**src/rtl/pipe_addsub_if.sv**
```systemverilog
// Operand/result handshake bundle for pipe_addsub.
// Master drives operands and out_ready; slave returns results.
interface pipe_addsub_if #(
  parameter int WIDTH = 32,
  parameter int TAG_W = 5
);
  logic             in_valid;
  logic             in_ready;
  logic [WIDTH-1:0] a;
  logic [WIDTH-1:0] b;
  logic             sub;
  logic [TAG_W-1:0] tag_in;
  logic             out_valid;
  logic             out_ready;
  logic [WIDTH-1:0] sum;
  logic             cout;
  logic             ovf;
  logic             zero;
  logic [TAG_W-1:0] tag_out;

  modport master (
    output in_valid, a, b, sub, tag_in, out_ready,
    input  in_ready, out_valid, sum, cout, ovf, zero, tag_out
  );

  modport slave (
    input  in_valid, a, b, sub, tag_in, out_ready,
    output in_ready, out_valid, sum, cout, ovf, zero, tag_out
  );
endinterface

```
**src/rtl/pipe_addsub.sv**
```systemverilog
// Bit-sliced pipelined adder/subtractor: one WIDTH/STAGES slice per stage,
// carry registered between stages, global stall on output backpressure.
module pipe_addsub #(
  parameter int WIDTH  = 32,
  parameter int STAGES = 4,
  parameter int TAG_W  = 5
) (
  input logic          clk,
  input logic          rst,
  pipe_addsub_if.slave bus
);

  localparam int SW = WIDTH / STAGES;
  localparam int L  = STAGES - 1;
  localparam int NR = (STAGES > 1) ? STAGES - 1 : 1;

  logic             adv;

  logic             rv [NR];
  logic             rc [NR];
  logic [WIDTH-1:0] rs [NR];
  logic [WIDTH-1:0] ra [NR];
  logic [WIDTH-1:0] rb [NR];
  logic [TAG_W-1:0] rt [NR];

  logic             vi [STAGES];
  logic             ci [STAGES];
  logic             co [STAGES];
  logic [WIDTH-1:0] si [STAGES];
  logic [WIDTH-1:0] ai [STAGES];
  logic [WIDTH-1:0] bi [STAGES];
  logic [WIDTH-1:0] ns [STAGES];
  logic [TAG_W-1:0] ti [STAGES];

  logic             ov_q;
  logic [WIDTH-1:0] sum_q;
  logic             cout_q;
  logic             ovf_q;
  logic             zero_q;
  logic [TAG_W-1:0] tag_q;

  assign adv          = !ov_q || bus.out_ready;
  assign bus.in_ready = adv;
  assign bus.out_valid = ov_q;
  assign bus.sum      = sum_q;
  assign bus.cout     = cout_q;
  assign bus.ovf      = ovf_q;
  assign bus.zero     = zero_q;
  assign bus.tag_out  = tag_q;

  for (genvar g = 0; g < STAGES; g++) begin : g_st
    localparam logic [WIDTH-1:0] M = WIDTH'({SW{1'b1}}) << (g * SW);
    logic [SW:0] add;

    if (g == 0) begin : g_in
      assign vi[g] = bus.in_valid;
      assign ci[g] = bus.sub;
      assign si[g] = '0;
      assign ai[g] = bus.a;
      assign bi[g] = bus.sub ? ~bus.b : bus.b;
      assign ti[g] = bus.tag_in;
    end else begin : g_rg
      assign vi[g] = rv[g-1];
      assign ci[g] = rc[g-1];
      assign si[g] = rs[g-1];
      assign ai[g] = ra[g-1];
      assign bi[g] = rb[g-1];
      assign ti[g] = rt[g-1];
    end

    assign add = {1'b0, ai[g][g*SW +: SW]}
               + {1'b0, bi[g][g*SW +: SW]}
               + {{SW{1'b0}}, ci[g]};
    assign co[g] = add[SW];
    assign ns[g] = (si[g] & ~M)
                 | (WIDTH'(add[SW-1:0]) << (g * SW));
  end

  always_ff @(posedge clk) begin
    if (rst) begin
      for (int s = 0; s < NR; s++) begin
        rv[s] <= 1'b0;
        rc[s] <= 1'b0;
        rs[s] <= '0;
        ra[s] <= '0;
        rb[s] <= '0;
        rt[s] <= '0;
      end
      ov_q   <= 1'b0;
      sum_q  <= '0;
      cout_q <= 1'b0;
      ovf_q  <= 1'b0;
      zero_q <= 1'b0;
      tag_q  <= '0;
    end else if (adv) begin
      for (int s = 0; s < L; s++) begin
        rv[s] <= vi[s];
        if (vi[s]) begin
          rc[s] <= co[s];
          rs[s] <= ns[s];
          ra[s] <= ai[s];
          rb[s] <= bi[s];
          rt[s] <= ti[s];
        end
      end
      ov_q <= vi[L];
      if (vi[L]) begin
        sum_q  <= ns[L];
        cout_q <= co[L];
        // a^b^sum at the MSB recovers the carry into the MSB
        ovf_q  <= co[L] ^ ai[L][WIDTH-1]
                ^ bi[L][WIDTH-1] ^ ns[L][WIDTH-1];
        zero_q <= (ns[L] == '0);
        tag_q  <= ti[L];
      end
    end
  end

endmodule

```
**src/flat_wrapper.sv**
```systemverilog
// flat-port wrapper written by rule: the top's interface ports become plain ports
module pipe_addsub_flat 
#(
  parameter int WIDTH  = 32,
  parameter int STAGES = 4,
  parameter int TAG_W  = 5
)
  (clk, rst, bus_in_valid, bus_a, bus_b, bus_sub, bus_tag_in, bus_out_ready, bus_in_ready, bus_out_valid, bus_sum, bus_cout, bus_ovf, bus_zero, bus_tag_out);
  pipe_addsub_if #(.WIDTH(WIDTH), .TAG_W(TAG_W)) bus_i ();
  input logic clk;
  input logic rst;
  input wire logic [$bits(bus_i.in_valid)-1:0] bus_in_valid;
  input wire logic [$bits(bus_i.a)-1:0] bus_a;
  input wire logic [$bits(bus_i.b)-1:0] bus_b;
  input wire logic [$bits(bus_i.sub)-1:0] bus_sub;
  input wire logic [$bits(bus_i.tag_in)-1:0] bus_tag_in;
  input wire logic [$bits(bus_i.out_ready)-1:0] bus_out_ready;
  output wire logic [$bits(bus_i.in_ready)-1:0] bus_in_ready;
  output wire logic [$bits(bus_i.out_valid)-1:0] bus_out_valid;
  output wire logic [$bits(bus_i.sum)-1:0] bus_sum;
  output wire logic [$bits(bus_i.cout)-1:0] bus_cout;
  output wire logic [$bits(bus_i.ovf)-1:0] bus_ovf;
  output wire logic [$bits(bus_i.zero)-1:0] bus_zero;
  output wire logic [$bits(bus_i.tag_out)-1:0] bus_tag_out;
  assign bus_i.in_valid = bus_in_valid;
  assign bus_i.a = bus_a;
  assign bus_i.b = bus_b;
  assign bus_i.sub = bus_sub;
  assign bus_i.tag_in = bus_tag_in;
  assign bus_i.out_ready = bus_out_ready;
  assign bus_in_ready = bus_i.in_ready;
  assign bus_out_valid = bus_i.out_valid;
  assign bus_sum = bus_i.sum;
  assign bus_cout = bus_i.cout;
  assign bus_ovf = bus_i.ovf;
  assign bus_zero = bus_i.zero;
  assign bus_tag_out = bus_i.tag_out;
  pipe_addsub #(.WIDTH(WIDTH), .STAGES(STAGES), .TAG_W(TAG_W)) u_core (.clk(clk), .rst(rst), .bus(bus_i));
endmodule
```
**config.mk**
```make
export PLATFORM = sky130hd
export DESIGN_NAME = pipe_addsub_flat
export DESIGN_NICKNAME = d
export VERILOG_FILES = /design/src/rtl/pipe_addsub_if.sv /design/src/rtl/pipe_addsub.sv /design/src/flat_wrapper.sv
export SDC_FILE = /design/constraint.sdc
export NUM_CORES = 1
export LEC_CHECK = 0
export ABC_AREA = 1
export BUFFER_PORTS_ARGS = -buffer_cell sky130_fd_sc_hd__buf_2
export CORE_MARGIN = 4
export CORE_UTILIZATION = 52
export DETAILED_ROUTE_END_ITERATION = 8
export PLACE_DENSITY = 0.73
export SLEW_MARGIN = 25
export SYNTH_ARGS = -nofsm -noshare
export SYNTH_HDL_FRONTEND = slang
export SYNTH_SLANG_ARGS = --single-unit
```
**constraint.sdc**
```tcl
create_clock -name clk -period 6.6 [get_ports clk]
set_clock_uncertainty 0.05 [all_clocks]
set_input_delay 0.99 -clock clk [delete_from_list [all_inputs] [get_ports clk]]
set_output_delay 0.99 -clock clk [all_outputs]
set_load 0.02 [all_outputs]
```
==> run metrics, run 1 <==
outcome=completed; die width=142.8 microns; CP delay by family, top=simple AND/OR/NAND/NOR gates; Die Y=between 100 and 150 microns; Placer Congestion=0.8442; # clock sinks=around 200; drt wl/cell=around 13 microns; remaining antenna violation count=0; Max Slew Vio Count=0; initial antenna violation count=0; final setup slack of the worst path=3.500 ns; setup violators final=0; critical path required time=slightly below 7 ns; cts repair resizes=0; Core Rows=slightly below 50; Worst Path Buf+Inv=3; post-synth cell types=30; Hold Violations, Final=0; Post-Layout Cell Count=roughly 1.3k; worst hold-check path type=register to register; # DRC=0; vias post-DR=between 6k and 7k; H-tree depth=1; Synth Warn #=0; Total Wirelength=approximately 17000 microns; placed insts=approximately 1.3k; sequential-to-total area share from yosys stat=slightly above 60%; die area=0.02040 sq mm; Critical Path AT=between 3 and 4 ns; commonest non-fill, non-tap cells in the layout=inv_1, nor2_1, edfxtp_1, buf_2, nand2_1; CTS Buf Count=22; Filler cells=around 1.5k; total power=3.210 mW; Setup CP Type=primary input to register; max_slew headroom=a little over a third; multi-input logic area=0.002759 sq mm; First-pass DRT Iterations=5; clock power share=a little over a third; vias in the first global route=roughly 6.1k; setup TNS=0 ns; worst-path fanout max=41; Clk pin slew, worst setup/hold paths=around 0.060 ns; Avg Cell Area, Syn=slightly below 10 sq um; CTS tree=yes; Period minus WS final=3.100 ns; layout cell share with drive strength beyond 1=14.93%; setup bufs post-CTS=0; net count of the mapped netlist=approximately 1.1k; core footprint=0.01790 sq mm; first-pass GRT wire length=around 28000 microns; Worst setup SP type=primary input; DR vias/cell=4.782; worst path cell trace=buf_2 > inv_2 > nand2_1 > nor2_1 > nor3_4 > inv_1 > o21ai_0 > a21oi_1; ant diodes=0; hpwl dp=11500 microns; Critical Path Max Stage Delay=about 0.8 ns; Sw Share=about 25%; fin util=61.08%; grt ovf=0; DRC violation total after the first TritonRoute iteration=432; commonest non-fill, non-tap cell in the layout=inv_1; dpl ws=slightly below 3 ns; Netlist Area Pre-Place=~0.0095 sq mm; Pleak=around 5.2 nW; clock latency on the worst-skew pair=about 0.49 ns; Max Cap Viol=0; Port Buf Inserts=115; P&R area growth vs syn=15.69%; Initial Util=52.80%; Hold Buf Count CTS=0; Root Driver=clkbuf_16; Int Pwr=between 2 and 2.5 mW; Max IR drop VDD=between 0.00015 and 0.0002 V; unrepaired setup endpoints after global routing=no; Logic pwr share=between 10% and 20%; total track usage=between 10% and 20%; I/O pin cnt=~120; Seq cells post-synth=about 210; CP max-delay cell=nor3_4; Seq pwr share=between 40% and 50%; Seq. cell area=~0.0058 sq mm; Final Cycle Share=between 40 and 50%; # nets final=~1.2k; CTS Buffer Depth=3; pin count of the biggest net entering global routing=105; Max Clk Rate=between 300 and 400 MHz; switching pwr=around 0.8 mW; PwrDens=about 290 mW/mm^2; Worst Max-Slew Pin Slew=around 0.96 ns; CP endpoint kind=register; synthesized instance count=955
==> flip-flops by register name, summed over array words and instances (netlist names) <==
register and cells:
u_core.bus.cout 1, u_core.rt 15, u_core.bus.tag_out 5, u_core.bus.zero 1
u_core.rc 3, u_core.rb 48, u_core.bus.sum 32, u_core.rs 48
u_core.bus.ovf 1, u_core.rv 3, u_core.bus.out_valid 1, u_core.ra 48
==> power by group through the flow <==
stage	Clock, mW	Sequential [mW]	Combinational, mW
2_1_floorplan	0	1.64	0.318
3_3_place_gp	0	1.62	0.437
3_5_place_dp	0	1.62	0.449
4_1_cts	1.19	1.60	0.453
5_1_grt	1.25	1.61	0.522
6_report	1.16	1.60	0.450
==> routing by layer <==
| layer | global-route usage, % | routed length (microns) | share of wire (%) |
|---|---|---|---|
| met1 | 22.80 | 7643 | 45 |
| met5 | 0 | 0 | 0 |
| met3 | 2.679 | 940 | 5.5 |
| met2 | 28.96 | 8165 | 48 |
| met4 | 4.202 | 299 | 1.8 |
==> cells in the mapped netlist (all sizes together) <==
library cell    n  share of area [%]
a211oi          1              0.079
a21oi          54                2.9
buf            23                1.7
clkbuf          9               0.38
dfxtp          41                8.7
edfxtp        165                 52
fa              7                1.5
ha             28                3.7
inv           203                8.1
nand2          95                3.8
nand3          16               0.85
nand3b          5               0.40
nand4           8               0.53
nor2          199                7.9
nor3            7               0.42
nor3b           1              0.079
o211a           1               0.11
o211ai          7               0.56
o21a            3               0.24
o21ai          47                2.5
o221ai          2               0.19
or2             1              0.066
xnor2          24                2.2
xor2            8               0.74
==> metrics by stage <==
| step | instance area [sq um] | hold slack, ns |
|---|---|---|
| 2_1_floorplan | 9452 | 0.3975 |
| 4_1_cts | 10910 | 0.4332 |
| 3_3_place_gp | 10220 | 0.4039 |
| 5_1_grt | 10930 | 0.4489 |
| 3_5_place_dp | 10220 | 0.4201 |
| 6_report | 10930 | 0.4270 |
==> worst reg2reg max path, delay by kind of cell (launching register included) <==
family,cells,cell delay (ns)
buffers and inverters,1,0.48
AOI/OAI and AO/OA,2,0.26
and+or+nand+nor,4,1.20
DFF,1,0.32
==> cells by family (layout without fill, tap and decap cells) <==
kind of cell | after synthesis | in the layout | synth area share [%]
AND/OR/NAND/NOR | 332 | 332 | 14.05
flip-flops | 206 | 206 | 61.11
XOR/XNOR | 32 | 32 | 2.965
adder cells (fa/ha/maj) | 35 | 35 | 5.189
AO/OA/AOI/OAI | 115 | 115 | 6.513
buffers and inverters | 235 | 365 | 10.18
==> worst paths after layout <==
check	from	endpoint	slack [ns]	cells past startpoint
worst min-delay path	u_core.rt[2][0]	u_core.bus.tag_out[0]	0.43	2
worst max-delay path	rst	u_core.rs[0][47]	3.50	8
worst max register to register	u_core.bus.out_valid	u_core.rs[0][47]	4.03	7
worst min register to register	u_core.rt[2][0]	u_core.bus.tag_out[0]	0.43	2
==> layout make-up <==
cell class	instances	area share, %
sequential	206	52.82
multi-input combinational	514	25.23
inverter	203	6.969
timing repair buffer	122	6.042
clock buffer	29	5.584
tap	229	2.620
clock inverter	11	0.7324
Note: power is estimated with default switching activity, not from simulation.
==> run 2: changes to the inputs <==
--- a/config.mk
+++ b/config.mk
@@ -5,7 +5,7 @@
 export SDC_FILE = /design/constraint.sdc
 export NUM_CORES = 1
 export LEC_CHECK = 0
-export ABC_AREA = 1
+export ABC_AREA = 0
 export BUFFER_PORTS_ARGS = -buffer_cell sky130_fd_sc_hd__buf_2
 export CORE_MARGIN = 4
 export CORE_UTILIZATION = 52
==> constraint.sdc (replaced) <==
create_clock -name clk -period 2.9 [get_ports clk]
set_clock_uncertainty 0.05 [all_clocks]
set_input_delay 0.435 -clock clk [delete_from_list [all_inputs] [get_ports clk]]
set_output_delay 0.435 -clock clk [all_outputs]
set_load 0.02 [all_outputs]
==> run 2 against run 1 <==
  * Core utilization grew 1.3 points
  * Sequential power grew 120%
  * Worst hold slack lost 0.26 ns
  * Critical path depth grew 3
  * Largest cell class unchanged
  * Synthesized cell count shrank 23%
  * Clock-buffer cell count shrank 2
  * Setup slack lost 3.1 ns
  * Via count shrank 16%
  * Sequential share of layout area grew 2.5 points
  * Highest routed layer unchanged
==> run metrics, run 2 <==
Total Wirelength=15110 microns; first-pass GRT wire length=around 26000 microns; initial antenna violation count=0; Initial Util=53.63%; commonest non-fill, non-tap cell in the layout=edfxtp_1; Final Cycle Share=85.42%; layout cell share with drive strength beyond 1=a little under a fifth; Period minus WS final=~2.5 ns; synthesized instance count=between 700 and 800; DP Area=between 0.009 and 0.01 sq mm; vias in the first global route=between 5k and 6k; CP startpoint=u_core.rb[0][48]; pin count of the biggest net entering global routing=around 120; design area=between 0.01 and 0.015 sq mm; Port Buf Inserts=approximately 120; Worst Max-Slew Pin Slew=between 0.8 and 0.9 ns; unrepaired setup endpoints after global routing=no; Primary FF master, synth=edfxtp_1; net count of the mapped netlist=between 800 and 900; Core Rows=47; CTS Buf Count=20; final setup slack of the worst path=approximately 0.42 ns; commonest non-fill, non-tap cells in the layout=edfxtp_1, and2_1, buf_2, nand2_1, nor2_1; DRC violation total after the first TritonRoute iteration=between 300 and 400; remaining antenna violation count=0; top cells by instance count after synthesis=edfxtp_1, and2_1, nand2_1; Placer Congestion=roughly 0.83; Hold Buf Count CTS=0; vias post-DR=about 5.3k; Root Driver=clkbuf_16; FF-to-FF Start=u_core.rb[0][48]; Max Slew Vio Count=0; setup violators final=0; die width=roughly 140 microns; # DRC=0; cts repair resizes=0; Synth top area share=55.12%; worst hold-check path type=primary input to register; sequential-to-total area share from yosys stat=between 60 and 70%; Worst Hold Launch=bus_a[22]; Setup CP Type=register to register; Die Y=about 140 microns; Seq cells post-synth=206; core footprint=roughly 0.017 sq mm; post-synth cell types=44; clock latency on the worst-skew pair=about 0.49 ns; Pleak=approximately 4.2 nW; H-tree depth=1; total track usage=about 16%; CP endpoint kind=register; critical path required time=3.10 ns; P&R area growth vs syn=16.22%; Post-synth ARST share=0%; First-pass DRT Iterations=4; die area=between 0.015 and 0.02 sq mm; Avg Cell Area, Syn=about 12 sq um; Netlist Area Pre-Place=between 0.008 and 0.009 sq mm; Synth area leader=edfxtp_1; number of synthesized flops with an enable pin=roughly 170; Clk pin slew, worst setup/hold paths=around 0.060 ns; # clock sinks=~200; # nets final=960; Hold Violations, Final=0; I/O pin cnt=116; CTS tree=yes; top post-synthesis cells by area=edfxtp_1, dfxtp_1, and2_1, xnor2_1, ha_1; outcome=completed; Synth Warn #=0; Max IR drop VDD=~0.00041 V; dpl ws=about 0.29 ns; DR vias/cell=4.845; hpwl dp=approximately 11000 microns; largest registers=u_core.ra (48), u_core.rb (48), u_core.rs (48); max_slew headroom=a little under half; PwrDens=around 640 mW/mm^2; Worst setup SP type=register; drt wl/cell=13.93 microns; Max Cap Viol=0; setup bufs post-CTS=0; Max Clk Rate=about 400 MHz; grt ovf=0; ant diodes=0; CTS Buffer Depth=3; most numerous cell in the Yosys netlist=edfxtp_1; worst-path fanout max=2; Critical Path AT=between 2 and 3 ns; setup TNS=0 ns
[run 2: changes by cell type after synthesis, sizes merged, moves of 11 or more]
cell	previous run	this run
buf	23	6
nand2	95	73
nand3	16	5
inv	203	17
nor2	199	61
and2	0	118
o21ai	47	12
clkbuf	9	29
xnor2	24	42
[run 2: power breakdown]
part           switching [mW]  total, mW  internal, mW
sequential             0.0776       3.54          3.47
combinational           0.459      0.811         0.352
clock                    1.01       2.36          1.35
[run 2: critical path, cell delays in order (launching register included)]
cell and delay, ns:
edfxtp_1 0.37, inv_1 0.09, fa_1 0.20, inv_1 0.07, fa_1 0.47, a21o_1 0.18
a21oi_1 0.16, nor2b_1 0.08, o21ai_1 0.12, nand2b_1 0.10, a211oi_1 0.26, nor2_1 0.08
[run 2: routing by layer]
layer  global-route usage [%]  wire length [microns]  vias up
met5                        0                      0        -
met4                    4.686                    282        0
met3                    3.533                    868       22
met2                    23.77                   6605      124
met1                    23.91                   7357     2358
li1                         -                      -     2753
[run 2: cell type report]
cell class,instances,area [sq um]
clock buffers,27,558.0
fillers,1343,6314
multi-input cells,478,3030
clock inverters,9,45.04
flip-flops and latches,206,5776
repair buffers,128,698.2
well taps,220,275.3
inverters,17,63.81
[run 2: cell families (layout without fill, tap and decap cells)]
| group | Yosys count | after routing | synth area share [%] |
|---|---|---|---|
| AOI/OAI and AO/OA | 85 | 85 | 5.512 |
| xor gates and xnor gates | 52 | 52 | 5.067 |
| adders and majority gates | 35 | 35 | 5.457 |
| buffers and inverters | 52 | 181 | 2.213 |
| DFF | 206 | 206 | 64.25 |
| muxes | 1 | 1 | 0.1253 |
| and+or+nand+nor | 305 | 305 | 17.37 |
[run 2: path summary, 6_finish.rpt]
kind	endpoint	slack [ns]	depth (start not counted)
max reg2reg	u_core.rc[0][2]	0.42	11
min	u_core.ra[0][22]	0.16	2
max	u_core.rc[0][2]	0.42	11
min reg2reg	u_core.bus.tag_out[2]	0.40	2
[run 2: metrics by stage]
stage	hold WS (ns)	utilization (%)	instances	total power, mW
finish	0.1625	62.33	1085	6.710
global route	0.1466	62.33	1085	7.059
CTS	0.1403	62.33	1085	6.790
detailed placement	0.3953	58.73	1049	4.423
global placement	0.3958	58.73	1049	4.380
floorplan	0.4213	-	736	4.163
==> run 3: changes to the inputs <==
--- a/config.mk
+++ b/config.mk
@@ -10,7 +10,7 @@
 export CORE_MARGIN = 4
 export CORE_UTILIZATION = 52
 export DETAILED_ROUTE_END_ITERATION = 8
-export PLACE_DENSITY = 0.73
+export PLACE_DENSITY = 0.75
 export SLEW_MARGIN = 25
 export SYNTH_ARGS = -nofsm -noshare
 export SYNTH_HDL_FRONTEND = slang
==> run 3 against run 2 <==
  * Clock-buffer cell count is 1 lower
  * Critical path depth did not move
  * Sequential cell count is the same
  * Cell area rose by 2.2%
  * Routed wire length up 1.4%
  * Sequential power barely moved
  * Largest cell class unchanged
  * Largest power group unchanged
==> run metrics, run 3 (synthesis results as in run 2) <==
outcome=completed; cts repair resizes=0; P&R area growth vs syn=18.72%; Period minus WS final=around 2.5 ns; vias in the first global route=about 5.1k; Clk pin slew, worst setup/hold paths=0.06 ns; Hold Violations, Final=0; CTS Buf Count=22; Worst Max-Slew Pin Slew=around 0.65 ns; total track usage=between 10% and 20%; pin count of the biggest net entering global routing=between 40 and 50; clock latency on the worst-skew pair=0.49 ns; hpwl dp=approximately 11000 microns; DP Area=about 0.0099 sq mm; commonest non-fill, non-tap cell in the layout=edfxtp_1; Hold Buf Count CTS=0; setup violators final=0; Total Wirelength=about 15000 microns; Critical Path Max Stage Delay=about 0.46 ns; Worst setup SP type=register; setup TNS=0 ns; CP startpoint=u_core.ra[0][8]; first-pass GRT wire length=between 20000 and 30000 microns; Max IR drop VDD=around 0.00045 V; # DRC=0; setup bufs post-CTS=0; critical path required time=roughly 3.1 ns; CTS Buffer Depth=3; design area=~0.011 sq mm; H-tree depth=1; initial antenna violation count=0; Port Buf Inserts=roughly 120; dpl ws=~0.33 ns; core footprint=around 0.017 sq mm; CTS tree=yes; Root Driver=clkbuf_16; # clock sinks=206; commonest non-fill, non-tap cells in the layout=edfxtp_1, and2_1, buf_2, nand2_1, nor2_1; final setup slack of the worst path=0.4298 ns; Worst Path Buf+Inv=2; I/O pin cnt=approximately 120; die width=about 140 microns; layout cell share with drive strength beyond 1=about a fifth; # nets final=968; Die Y=around 140 microns; grt ovf=0; Pleak=about 4.3 nW; Core Rows=47; worst path cell trace=inv_1 > fa_1 > inv_1 > fa_1 > a21o_1 > a21oi_1 > nor2b_1 > o21ai_1 > nand2b_1 > a211oi_1 > nor2_1; Max Cap Viol=0; PwrDens=roughly 680 mW/mm^2; Critical Path AT=2.66 ns; DRC violation total after the first TritonRoute iteration=261; Setup CP Type=register to register; ant diodes=0; DR vias/cell=4.925; die area=0.01945 sq mm; Final Cycle Share=a little under nine tenths; Filler cells=1298; unrepaired setup endpoints after global routing=no; largest registers=u_core.ra (48), u_core.rb (48), u_core.rs (48); Worst Hold Launch=bus_a[19]; Initial Util=around 54%; max_slew headroom=between 50 and 60%; CP endpoint kind=register; FF-to-FF Start=u_core.ra[0][8]; Placer Congestion=0.7932; CP delay by family, top=compound AO/OA/AOI/OAI gates; remaining antenna violation count=0; worst-path fanout max=2; vias post-DR=between 5k and 6k; CP max-delay cell=fa_1; worst hold-check path type=primary input to register; First-pass DRT Iterations=4; Max Clk Rate=404.8 MHz; Max Slew Vio Count=0; drt wl/cell=around 14 microns
[run 3: final timing paths]
path	end	slack (ns)	cells past startpoint
setup / recovery	u_core.rc[0][1]	0.43	11
hold / removal	u_core.ra[0][19]	0.17	2
setup reg to reg	u_core.rc[0][1]	0.43	11
hold reg to reg	u_core.bus.sum[31]	0.40	2
[run 3: area by class of cell]
type | count | area, sq um | share of cell area [%]
clock inverter | 14 | 171.4 | 1.606
timing repair buffer | 134 | 768.2 | 7.199
tap | 220 | 275.3 | 2.579
clock buffer | 26 | 586.8 | 5.499
inverter | 17 | 63.81 | 0.5980
multi-input combinational | 478 | 3030 | 28.40
sequential | 206 | 5776 | 54.12
[run 3: routing by layer]
| metal | share of wire (%) | vias to the layer above | global-route usage (%) | wire length [microns] |
|---|---|---|---|---|
| li1 | - | 2772 | - | - |
| met1 | 46 | 2446 | 22.39 | 7052 |
| met2 | 46 | 145 | 25.22 | 7019 |
| met3 | 5.9 | 30 | 3.019 | 907 |
| met4 | 2.3 | 0 | 4.531 | 348 |
| met5 | 0 | - | 0 | 0 |
[run 3: power by group]
part / switching (mW) / leakage (nW) / internal [mW] / total [mW]
clock network: 1.07 / 0.375 / 1.80 / 2.88
logic: 0.461 / 1.86 / 0.362 / 0.823
registers: 0.0761 / 2.07 / 3.46 / 3.54
[run 3: per-stage QoR]
stage	util (%)	hold WS [ns]	power, mW	instances
2_1_floorplan	-	0.4213	4.163	736
5_1_grt	63.67	0.1515	7.565	1095
3_5_place_dp	59.15	0.3949	4.431	1055
6_report	63.67	0.1691	7.242	1095
3_3_place_gp	59.15	0.3892	4.404	1055
4_1_cts	63.67	0.1491	7.312	1095
